--- src/rtl/song_block_sequencer_pkg.sv ---
// ---------------------------------------------------------------------------
// song_block_sequencer_pkg
// Shared definitions for the song sequencer and the block inspector that
// feeds it: FSM state encoding, bus widths, block geometry and default
// timing constants, plus a helper that maps a song number to its first block.
// No ports (package).
// ---------------------------------------------------------------------------
package song_block_sequencer_pkg;

    // Sequencer states
    typedef enum logic [2:0] {
        ST_IDLE  = 3'd0,
        ST_FETCH = 3'd1,
        ST_LOAD  = 3'd2,
        ST_PLAY  = 3'd3,
        ST_DONE  = 3'd4
    } state_t;

    localparam int MAX_NOTES_PER_BLOCK = 4;
    localparam int BLOCK_IDX_W         = 9;
    localparam int NOTE_PTR_W          = 2;
    localparam int SONG_SEL_W          = 2;
    localparam int FREQ_W              = 16;
    localparam int SIZE_W              = 3;

    localparam int DEF_SONG_STRIDE     = 128;
    localparam int DEF_FETCH_LAT       = 2;
    localparam int DEF_NOTE_TICKS      = 8;

    // First block index of a song region
    function automatic logic [BLOCK_IDX_W-1:0] songBase(
        input logic [SONG_SEL_W-1:0] sel,
        input int                    stride
    );
        return BLOCK_IDX_W'(int'(sel) * stride);
    endfunction

endpackage

--- src/rtl/song_block_sequencer_note_timer.sv ---
// ---------------------------------------------------------------------------
// song_block_sequencer_note_timer
// Counts beat ticks for the note currently sounding.
// Ports:
//   clk         system clock
//   rst         synchronous active-high reset
//   i_clear     zero the count (wins over i_enable)
//   i_enable    count one tick this cycle
//   o_terminal  count has reached NOTE_TICKS-1
// ---------------------------------------------------------------------------
module song_block_sequencer_note_timer #(
    parameter int NOTE_TICKS = 8
) (
    input  logic clk,
    input  logic rst,
    input  logic i_clear,
    input  logic i_enable,
    output logic o_terminal
);

    // One extra bit of headroom keeps the width legal when NOTE_TICKS is 1
    localparam int CNT_W = $clog2(NOTE_TICKS + 1);

    logic [CNT_W-1:0] r_count;

    // Tick counter: clear has priority so the owner can restart a note on
    // the same cycle the terminal tick arrives
    always_ff @(posedge clk) begin
        if (rst) begin
            r_count <= '0;
        end else if (i_clear) begin
            r_count <= '0;
        end else if (i_enable) begin
            r_count <= r_count + CNT_W'(1);
        end
    end

    assign o_terminal = (r_count == CNT_W'(NOTE_TICKS - 1));

endmodule

--- src/rtl/song_block_sequencer.sv ---
// ---------------------------------------------------------------------------
// song_block_sequencer
// Steps through the blocks of a selected song, waits out the inspector ROM
// latency, captures up to four note frequencies plus the block size, and
// plays the notes one at a time for NOTE_TICKS beat ticks each.
// Ports:
//   clk, rst             system clock, synchronous active-high reset
//   play                 pulse, start the selected song from IDLE/DONE
//   restart              pulse, restart the latched song (not in IDLE)
//   pause                level, freeze note timing and mute
//   song_sel [1:0]       song number, sampled on an accepted play
//   tick                 beat strobe
//   block_idx_out [8:0]  block index to the inspector
//   song_sel_out [1:0]   latched song to the inspector
//   f_in0..3 [15:0]      note frequencies from the inspector
//   block_size_in [2:0]  notes in block, 0 marks the end of the song
//   note_freq [15:0]     current note frequency (held when silent)
//   note_valid           note_freq is sounding
//   note_start           pulse on the first PLAY cycle of each note
//   busy                 high in FETCH/LOAD/PLAY
//   song_done            high in DONE
// ---------------------------------------------------------------------------
module song_block_sequencer
    import song_block_sequencer_pkg::*;
#(
    parameter int SONG_STRIDE = DEF_SONG_STRIDE,
    parameter int FETCH_LAT   = DEF_FETCH_LAT,
    parameter int NOTE_TICKS  = DEF_NOTE_TICKS
) (
    input  logic                   clk,
    input  logic                   rst,
    input  logic                   play,
    input  logic                   restart,
    input  logic                   pause,
    input  logic [SONG_SEL_W-1:0]  song_sel,
    input  logic                   tick,
    output logic [BLOCK_IDX_W-1:0] block_idx_out,
    output logic [SONG_SEL_W-1:0]  song_sel_out,
    input  logic [FREQ_W-1:0]      f_in0,
    input  logic [FREQ_W-1:0]      f_in1,
    input  logic [FREQ_W-1:0]      f_in2,
    input  logic [FREQ_W-1:0]      f_in3,
    input  logic [SIZE_W-1:0]      block_size_in,
    output logic [FREQ_W-1:0]      note_freq,
    output logic                   note_valid,
    output logic                   note_start,
    output logic                   busy,
    output logic                   song_done
);

    localparam int WAIT_W = $clog2(FETCH_LAT + 1);

    state_t                 r_state;
    state_t                 w_nextState;
    logic [BLOCK_IDX_W-1:0] r_blockIdx;
    logic [BLOCK_IDX_W-1:0] w_idxNext;
    logic [SONG_SEL_W-1:0]  r_song;
    logic [SONG_SEL_W-1:0]  w_songNext;
    logic [FREQ_W-1:0]      r_buf [MAX_NOTES_PER_BLOCK];
    logic [SIZE_W-1:0]      r_size;
    logic [NOTE_PTR_W-1:0]  r_ptr;
    logic [FREQ_W-1:0]      r_heldFreq;
    logic                   r_newNote;
    logic [WAIT_W-1:0]      r_waitCnt;

    logic                   w_waitClear;
    logic                   w_capture;
    logic                   w_ptrInc;
    logic                   w_ptrClear;
    logic                   w_timerClear;
    logic                   w_timerEn;
    logic                   w_terminal;
    logic                   w_sizeBad;
    logic                   w_moreNotes;
    logic [BLOCK_IDX_W-1:0] w_songBase;
    logic [BLOCK_IDX_W-1:0] w_lastIdx;

    assign w_songBase  = songBase(r_song, SONG_STRIDE);
    assign w_lastIdx   = w_songBase + BLOCK_IDX_W'(SONG_STRIDE - 1);
    assign w_sizeBad   = (block_size_in == '0) ||
                         (block_size_in > SIZE_W'(MAX_NOTES_PER_BLOCK));
    assign w_moreNotes = ((SIZE_W'(r_ptr) + SIZE_W'(1)) < r_size);

    song_block_sequencer_note_timer #(
        .NOTE_TICKS (NOTE_TICKS)
    ) u_noteTimer (
        .clk        (clk),
        .rst        (rst),
        .i_clear    (w_timerClear),
        .i_enable   (w_timerEn),
        .o_terminal (w_terminal)
    );

    // State register
    always_ff @(posedge clk) begin
        if (rst) begin
            r_state <= ST_IDLE;
        end else begin
            r_state <= w_nextState;
        end
    end

    // Next-state and control strobes. Restart is handled ahead of the case
    // because it behaves the same in every non-IDLE state and must beat play,
    // pause and tick. The last block of a region ends the song instead of
    // incrementing, which keeps the index inside 0..511.
    always_comb begin
        w_nextState  = r_state;
        w_idxNext    = r_blockIdx;
        w_songNext   = r_song;
        w_waitClear  = 1'b0;
        w_capture    = 1'b0;
        w_ptrInc     = 1'b0;
        w_ptrClear   = 1'b0;
        w_timerClear = 1'b0;
        w_timerEn    = 1'b0;

        if (restart && (r_state != ST_IDLE)) begin
            w_idxNext   = w_songBase;
            w_waitClear = 1'b1;
            w_nextState = ST_FETCH;
        end else begin
            case (r_state)
                ST_IDLE, ST_DONE: begin
                    if (play) begin
                        w_songNext  = song_sel;
                        w_idxNext   = songBase(song_sel, SONG_STRIDE);
                        w_waitClear = 1'b1;
                        w_nextState = ST_FETCH;
                    end
                end
                ST_FETCH: begin
                    if (r_waitCnt == WAIT_W'(FETCH_LAT - 1)) begin
                        w_nextState = ST_LOAD;
                    end
                end
                ST_LOAD: begin
                    w_capture = 1'b1;
                    if (w_sizeBad) begin
                        w_nextState = ST_DONE;
                    end else begin
                        w_ptrClear   = 1'b1;
                        w_timerClear = 1'b1;
                        w_nextState  = ST_PLAY;
                    end
                end
                ST_PLAY: begin
                    if (tick && !pause) begin
                        w_timerEn = 1'b1;
                        if (w_terminal) begin
                            w_timerClear = 1'b1;
                            if (w_moreNotes) begin
                                w_ptrInc = 1'b1;
                            end else if (r_blockIdx == w_lastIdx) begin
                                w_nextState = ST_DONE;
                            end else begin
                                w_idxNext   = r_blockIdx + BLOCK_IDX_W'(1);
                                w_waitClear = 1'b1;
                                w_nextState = ST_FETCH;
                            end
                        end
                    end
                end
                default: begin
                    w_nextState = ST_IDLE;
                end
            endcase
        end
    end

    // Datapath: index and song latch, ROM wait counter, note buffer, pointer,
    // the held frequency shown while silent, and the new-note flag that
    // drives note_start for exactly one PLAY cycle per note.
    always_ff @(posedge clk) begin
        if (rst) begin
            r_blockIdx <= '0;
            r_song     <= '0;
            r_waitCnt  <= '0;
            r_size     <= '0;
            r_ptr      <= '0;
            r_heldFreq <= '0;
            r_newNote  <= 1'b0;
            for (int i = 0; i < MAX_NOTES_PER_BLOCK; i++) begin
                r_buf[i] <= '0;
            end
        end else begin
            r_blockIdx <= w_idxNext;
            r_song     <= w_songNext;

            if (w_waitClear) begin
                r_waitCnt <= '0;
            end else if (r_state == ST_FETCH) begin
                r_waitCnt <= r_waitCnt + WAIT_W'(1);
            end

            if (w_capture) begin
                r_buf[0] <= f_in0;
                r_buf[1] <= f_in1;
                r_buf[2] <= f_in2;
                r_buf[3] <= f_in3;
                r_size   <= block_size_in;
            end

            if (w_ptrClear) begin
                r_ptr <= '0;
            end else if (w_ptrInc) begin
                r_ptr <= r_ptr + NOTE_PTR_W'(1);
            end

            if (r_state == ST_PLAY) begin
                r_heldFreq <= r_buf[r_ptr];
            end

            if (w_ptrClear || w_ptrInc) begin
                r_newNote <= 1'b1;
            end else if (r_state == ST_PLAY) begin
                r_newNote <= 1'b0;
            end
        end
    end

    assign block_idx_out = r_blockIdx;
    assign song_sel_out  = r_song;
    assign note_freq     = (r_state == ST_PLAY) ? r_buf[r_ptr] : r_heldFreq;
    assign note_valid    = (r_state == ST_PLAY) && !pause;
    assign note_start    = (r_state == ST_PLAY) && r_newNote;
    assign busy          = (r_state == ST_FETCH) || (r_state == ST_LOAD) ||
                           (r_state == ST_PLAY);
    assign song_done     = (r_state == ST_DONE);

endmodule

--- config.mk ---
export PLATFORM = sky130hd
export DESIGN_NAME = song_block_sequencer
export DESIGN_NICKNAME = d
export VERILOG_FILES = /design/src/rtl/song_block_sequencer_pkg.sv /design/src/rtl/song_block_sequencer_note_timer.sv /design/src/rtl/song_block_sequencer.sv
export SDC_FILE = /design/constraint.sdc
export NUM_CORES = 1
export LEC_CHECK = 0
export CORE_MARGIN = 1
export CORE_UTILIZATION = 51
export DETAILED_ROUTE_END_ITERATION = 8
export PLACE_DENSITY_LB_ADDON = 0.08
export SKIP_LAST_GASP = 1
export SLEW_MARGIN = 10
export SYNTH_ARGS = -nofsm -noshare
export SYNTH_HDL_FRONTEND = slang
export SYNTH_SLANG_ARGS = --single-unit
--- constraint.sdc ---
create_clock -name clk -period 3.1 [get_ports clk]
set_clock_uncertainty 0.05 [all_clocks]
set_input_delay 0.31 -clock clk [delete_from_list [all_inputs] [get_ports clk]]
set_output_delay 0.31 -clock clk [all_outputs]
set_load 0.05 [all_outputs]
==> results of run 1 <==
## stage by stage
stage | hold slack (ns) | setup slack, ns
CTS | 0.421 | 0.395
global route | 0.439 | 0.251
global placement | 0.400 | 0.801
floorplan | 0.394 | 0.542
detailed placement | 0.406 | 0.759
finish | 0.421 | 0.393
## cell type report
| type | instances | area, µm² |
|---|---|---|
| Fill cell | 743 | 3040 |
| Inverter | 10 | 37.5 |
| Clock inverter | 6 | 78.8 |
| Timing Repair Buffer | 114 | 1090 |
| Clock buffer | 10 | 128 |
| Multi-Input combinational cell | 282 | 2030 |
| Sequential cell | 108 | 2800 |
| Tap cell | 129 | 161 |
## worst max-delay path, cell delays in order, from the launching register on
cell,delay [ns]
dfxtp_1,0.73
nand3b_2,0.13
buf_4,0.24
nor2_1,0.10
clkdlybuf4s50_1,0.81
## cells in the final DEF, fill, tap and decap left out, types with 3 or more instances in the layout
| master | n |
|---|---|
| nor4b_1 | 3 |
| and3_1 | 66 |
| dfxtp_1 | 44 |
| nor2_1 | 19 |
| nand2b_1 | 3 |
| xor2_1 | 3 |
| edfxtp_1 | 64 |
| nor3_1 | 7 |
| clkbuf_8 | 9 |
| or2_2 | 3 |
| nand2_1 | 59 |
| inv_1 | 10 |
| o211ai_1 | 4 |
| mux2i_1 | 5 |
| buf_4 | 25 |
| xnor2_1 | 9 |
| and2_1 | 4 |
| mux4_2 | 16 |
| a21oi_1 | 26 |
| nor4_1 | 3 |
| o21ai_0 | 8 |
| clkdlybuf4s50_1 | 88 |
| ha_1 | 6 |
## Yosys cell counts, types with 2 or more instances
library cell	n
and2_1	4
inv_1	10
and3_1	66
nand2_1	59
nor4b_1	3
or3_1	2
mux4_2	16
ha_1	6
mux2i_1	5
nand2b_1	3
clkbuf_1	21
o221ai_1	2
nor4_1	3
dfxtp_1	44
edfxtp_1	64
a21oi_1	26
xor2_1	3
nand3_1	2
nor3_1	7
nor2_1	19
xnor2_1	9
o211ai_1	4
nand4_1	2
o21ai_0	8
or2_2	3
o311a_2	2
o21a_1	2
buf_2	7
## state kept, by name (all words and copies together) (netlist names), named ones only
register             count
r_buf                   64
r_heldFreq              16
block_idx_out            9
u_noteTimer.r_count      4
r_size                   3
r_state                  3
r_ptr                    2
r_waitCnt                2
song_sel_out             2
r_newNote                1
## worst paths after layout
kind	depth (start not counted)	slack [ns]	to	start
max	4	0.39	note_valid	r_state[0]$_SDFFE_PP0P_
min	2	0.42	r_heldFreq[13]$_SDFF_PP0_	r_heldFreq[13]$_SDFF_PP0_
max reg2reg	7	0.76	r_ptr[1]$_SDFFE_PP0P_	r_ptr[0]$_SDFFE_PP0P_
min reg2reg	2	0.42	r_heldFreq[13]$_SDFF_PP0_	r_heldFreq[13]$_SDFF_PP0_
## per-layer routing
layer  share of wire [%]  vias up
met3                 4.8       10
li1                    -     1772
met1                  45     1724
met5                   0        -
met4                 1.0        0
met2                  49      105
## logic make-up (layout without fill, tap and decap cells)
kind of cell | Yosys count | count (layout)
mux | 22 | 22
fa+ha+maj | 6 | 6
flops | 108 | 108
xor+xnor | 12 | 12
compound gates | 55 | 55
simple gates | 187 | 187
buf+inv | 39 | 140
## power groups by stage
| stage | combinational, mW | clock [mW] | sequential (mW) |
|---|---|---|---|
| floorplan | 0.204 | 0 | 1.65 |
| global placement | 0.369 | 0 | 1.64 |
| detailed placement | 0.374 | 0 | 1.64 |
| CTS | 0.376 | 0.901 | 1.61 |
| global route | 0.411 | 0.958 | 1.62 |
| finish | 0.377 | 0.879 | 1.61 |
==> impl_metrics.ini, run 1 <==
[outcome]
status = finished clean

[timing]
min_period_ns = 2.71
finalCritPeriodShare_pct = 87.3
hold_viol_final = 0
setup_viol = 0
tightestPinTransition_ns = 0.795
timing.fmax_ghz = 0.369
setup-tns-final_ns = 0
drv_slew = 0
rsz0062_at_grt = false
slew_headroom_pct = 46.9

[critical_path]
worstPathArrival_ns = 2.35
path_class = reg2out
end_kind = output port
critPathRequiredTime_ns = 2.74
cp_max_fo = 19
critPathLaunchType = flop

[drt]
drc = 0
avgViaCountPerCell = 5.48
ant_nets = 0
vias = 3611
wl_um = 10400
initialDrtViolationCount = 169
drt_pre_antenna_iters = 5
wl_per_cell_um = 15.8

[synthesis]
synthArstFlopShare_pct = 0
synthFlopType = edfxtp_1
netlist_top_cells_area = edfxtp_1 (38%), dfxtp_1 (18%), and3_1 (8.3%)
synthSimpleGateAreaFrac_pct = 21.1
synth_xor_area_share_pct = 2.10
synth-seq-cells = 108
synth_top_family_by_area = simple AND/OR/NAND/NOR gates
synthCells = 429
synth_warnings = 0
synth_cell_types = 55
synth_edf_count = 64
synthAdderAreaFrac_pct = 1.50
synth_top_area_cell = edfxtp_1
synth_top_area_share_pct = 38.5
synth.area.mux_share_pct = 8.51
yosysSeqAreaShare_pct = 56.1
syn-num-nets = 510
syn_area_mm2 = 0.00500
synth-compound-area-share_pct = 7.54
syn_avg_cell_area_um2 = 11.6

[cells_and_area]
fin_area_mm2 = 0.00633
n_antenna_cell = 0
finalNonFillerCells = 659
drive_gt1_share_pct = 14.3
final_util_pct = 67.6
areaGrowthSynthToFinish_pct = 26.7
layout.nets = 606

[floorplanning]
dieWidth_um = 101
start_util_pct = 53.3
die-area_mm2 = 0.0102
dieHeight_um = 101
core_area_mm2 = 0.00937
row_count = 35
ios = 106

[clock_tree]
clkTransAtPathRegs_ns = 0.11
clk_path_buf_depth = 2
cts_buffers = 9
post_cts_buffers = 0
clk_latency_ns = 0.36
clock-sinks = 108
cts_tree = yes
cts_hold_buf = 0
htree_levels = 3
cts-root-buf = clkbuf_8
cts_resized = 0

[power_and_ir_drop]
seqPwrFrac_pct = 56.2
pwr-share-comb_pct = 13.1
peakVddDrop_v = 0.000252
p_clk_share_pct = 30.7
p_leak_nw = 2.57
p_total_mw = 2.87
swShare_pct = 25.3
p_int_mw = 2.14
power-per-cell-area_mw_per_mm2 = 453
power.switching_uw = 724

[grt]
use_met2_pct = 36.9
gr-max-usage-layer = met2
grt_max_degree = 71
overflow = 0
track_usage_pct = 21.7
antenna_found_initial = 0
grt_first_pass_wirelength_um = 17000
groute.layer.met3.usage_pct = 4.58
use_met1_pct = 28.2
grt_pass1_vias = 3528

[placement]
place_area_mm2 = 0.00612
port_buffers = 105
place_hpwl_um = 7480
placed_cells = 643
place.gp.congestion = 0.877

[job]
maxCapViolations = 0

[worst_hold_path]
hold_path_class = reg2reg
(Power assumes the default switching activity.)
==> inputs of run 2 (changes only) <==
SKIP_LAST_GASP = not set   (was 1)
==> results of run 2 <==
Final layout, timing and power as in run 1 (identical DEF).
==> inputs of run 3 (changes only) <==
CORE_MARGIN = not set   (was 1)
CORE_UTILIZATION = 40   (was 51)
==> run 3 against run 2 <==
  * Wire length is 3.3% higher
  * Combinational power hardly changed
  * Clock power is 37% higher
  * Fmax is 7.3% higher
  * Utilization is 14 points lower
  * Largest cell class unchanged
  * Power is 11% higher
  * Largest power group unchanged
  * Sequential share of layout area is 1.1 points lower
==> impl_metrics.ini, run 3 (synthesized netlist as in run 1, its figures left out) <==
[worst_hold_path]
whs_path_depth = 2
hold_path_class = reg2reg
min_from = r_heldFreq[12]$_SDFF_PP0_
hold-path-endpoint = r_heldFreq[12]$_SDFF_PP0_

[critical_path]
reg2reg_setup_slack_ns = 0.79
path_class = reg2out
reg2reg_depth = 7
end_kind = output port
cp_max_fo = 11
worstPathArrival_ns = 2.16
r2r-start = r_ptr[0]$_SDFFE_PP0P_
critPathLaunchType = flop
critPathRequiredTime_ns = 2.74

[clock_tree]
clk_path_buf_depth = 2
clock-sinks = 108
cts_tree = yes
cts_hold_buf = 0
clk_latency_ns = 0.34
htree_levels = 3
cts_buffers = 9
cts_resized = 0
post_cts_buffers = 0
cts-root-buf = clkbuf_16
clkTransAtPathRegs_ns = 0.07

[drt]
avgViaCountPerCell = 5.13
drc = 0
wl_per_cell_um = 15.4
initialDrtViolationCount = 187
drt_pre_antenna_iters = 4
ant_nets = 0
vias = 3580
wl_um = 10800

[floorplanning]
die-area_mm2 = 0.0129
ios = 106
dieWidth_um = 114
dieHeight_um = 114
start_util_pct = 41.3
row_count = 40
core_area_mm2 = 0.0121

[power_and_ir_drop]
p_leak_nw = 2.62
p_int_mw = 2.46
power-per-cell-area_mw_per_mm2 = 492
seqPwrFrac_pct = 50.5
swShare_pct = 23.0
pwr-share-comb_pct = 11.9
p_clk_share_pct = 37.7
peakVddDrop_v = 0.000218
power.switching_uw = 733

[timing]
drv_slew = 0
slew_headroom_pct = 52.2
setup-tns-final_ns = 0
hold_viol_final = 0
timing.fmax_ghz = 0.396
rsz0062_at_grt = false
min_period_ns = 2.52
finalCritPeriodShare_pct = 81.4
tightestPinTransition_ns = 0.716
setup_viol = 0

[cells_and_area]
drive_gt1_share_pct = 14.2
largest_register_ffs = 64
final_common_cell = clkdlybuf4s50_1
regMostFlops = r_buf
finalNonFillerCells = 698
layout.nets = 606
areaGrowthSynthToFinish_pct = 29.9
n_antenna_cell = 0
layout_common_cells = clkdlybuf4s50_1 (88), and3_1 (66), edfxtp_1 (64)

[grt]
antenna_found_initial = 0
grt_pass1_vias = 3398
grt_first_pass_wirelength_um = 16900
overflow = 0
track_usage_pct = 17.2
grt_max_degree = 71

[placement]
placed_cells = 682
place.gp.congestion = 0.894
place_hpwl_um = 7630
port_buffers = 105

[job]
maxCapViolations = 0

[outcome]
status = finished clean
[run 3: routing by layer]
metal / track usage (%) / routed length, µm
met4: 6.49 / 172
met5: 0 / 0
met1: 22.6 / 4970
met2: 28.5 / 5110
met3: 3.24 / 501
[run 3: cell type report]
cell class	count	area, µm²
fillers	1088	5620
multi-input cells	282	2030
well taps	168	210
clock inverters	6	86.3
flip-flops and latches	108	2800
inverters	10	37.5
repair buffers	114	1090
clock buffers	10	229
[run 3: worst max-delay path by stage]
| stage | start | to | slack [ns] |
|---|---|---|---|
| final | r_state[2]$_SDFFE_PP0P_ | song_done | 0.58 |
| after global routing | r_state[2]$_SDFFE_PP0P_ | song_done | 0.45 |
| after CTS | r_state[2]$_SDFFE_PP0P_ | song_done | 0.58 |
| after detailed placement | restart | r_waitCnt[1]$_SDFFE_PP0P_ | 0.74 |
| after global placement | restart | r_waitCnt[1]$_SDFFE_PP0P_ | 0.80 |
| after floorplan | r_state[1]$_SDFFE_PP0P_ | r_buf[0][0]$_SDFFCE_PN0P_ | 0.54 |
[run 3: power groups by stage]
stage	clock network [mW]	logic (mW)	registers, mW
after floorplan	0	0.204	1.65
after global placement	0	0.375	1.64
after detailed placement	0	0.380	1.64
after CTS	1.24	0.381	1.61
after global routing	1.28	0.408	1.62
final	1.20	0.380	1.61
[run 3: worst max-delay path, cell delays in order (launching register included)]
cell and delay [ns]:
dfxtp_1 0.55, inv_1 0.18, nor3_1 0.22, clkdlybuf4s50_1 0.87
[run 3: metrics by stage]
stage	utilization [%]	cell area, µm²	hold slack (ns)	power, mW	worst slack [ns]
floorplan	-	5000	0.394	1.85	0.542
global placement	51.0	6170	0.402	2.02	0.804
detailed placement	51.0	6170	0.408	2.02	0.745
CTS	53.6	6490	0.419	3.23	0.576
global route	53.6	6490	0.444	3.31	0.448
finish	53.6	6490	0.416	3.19	0.576
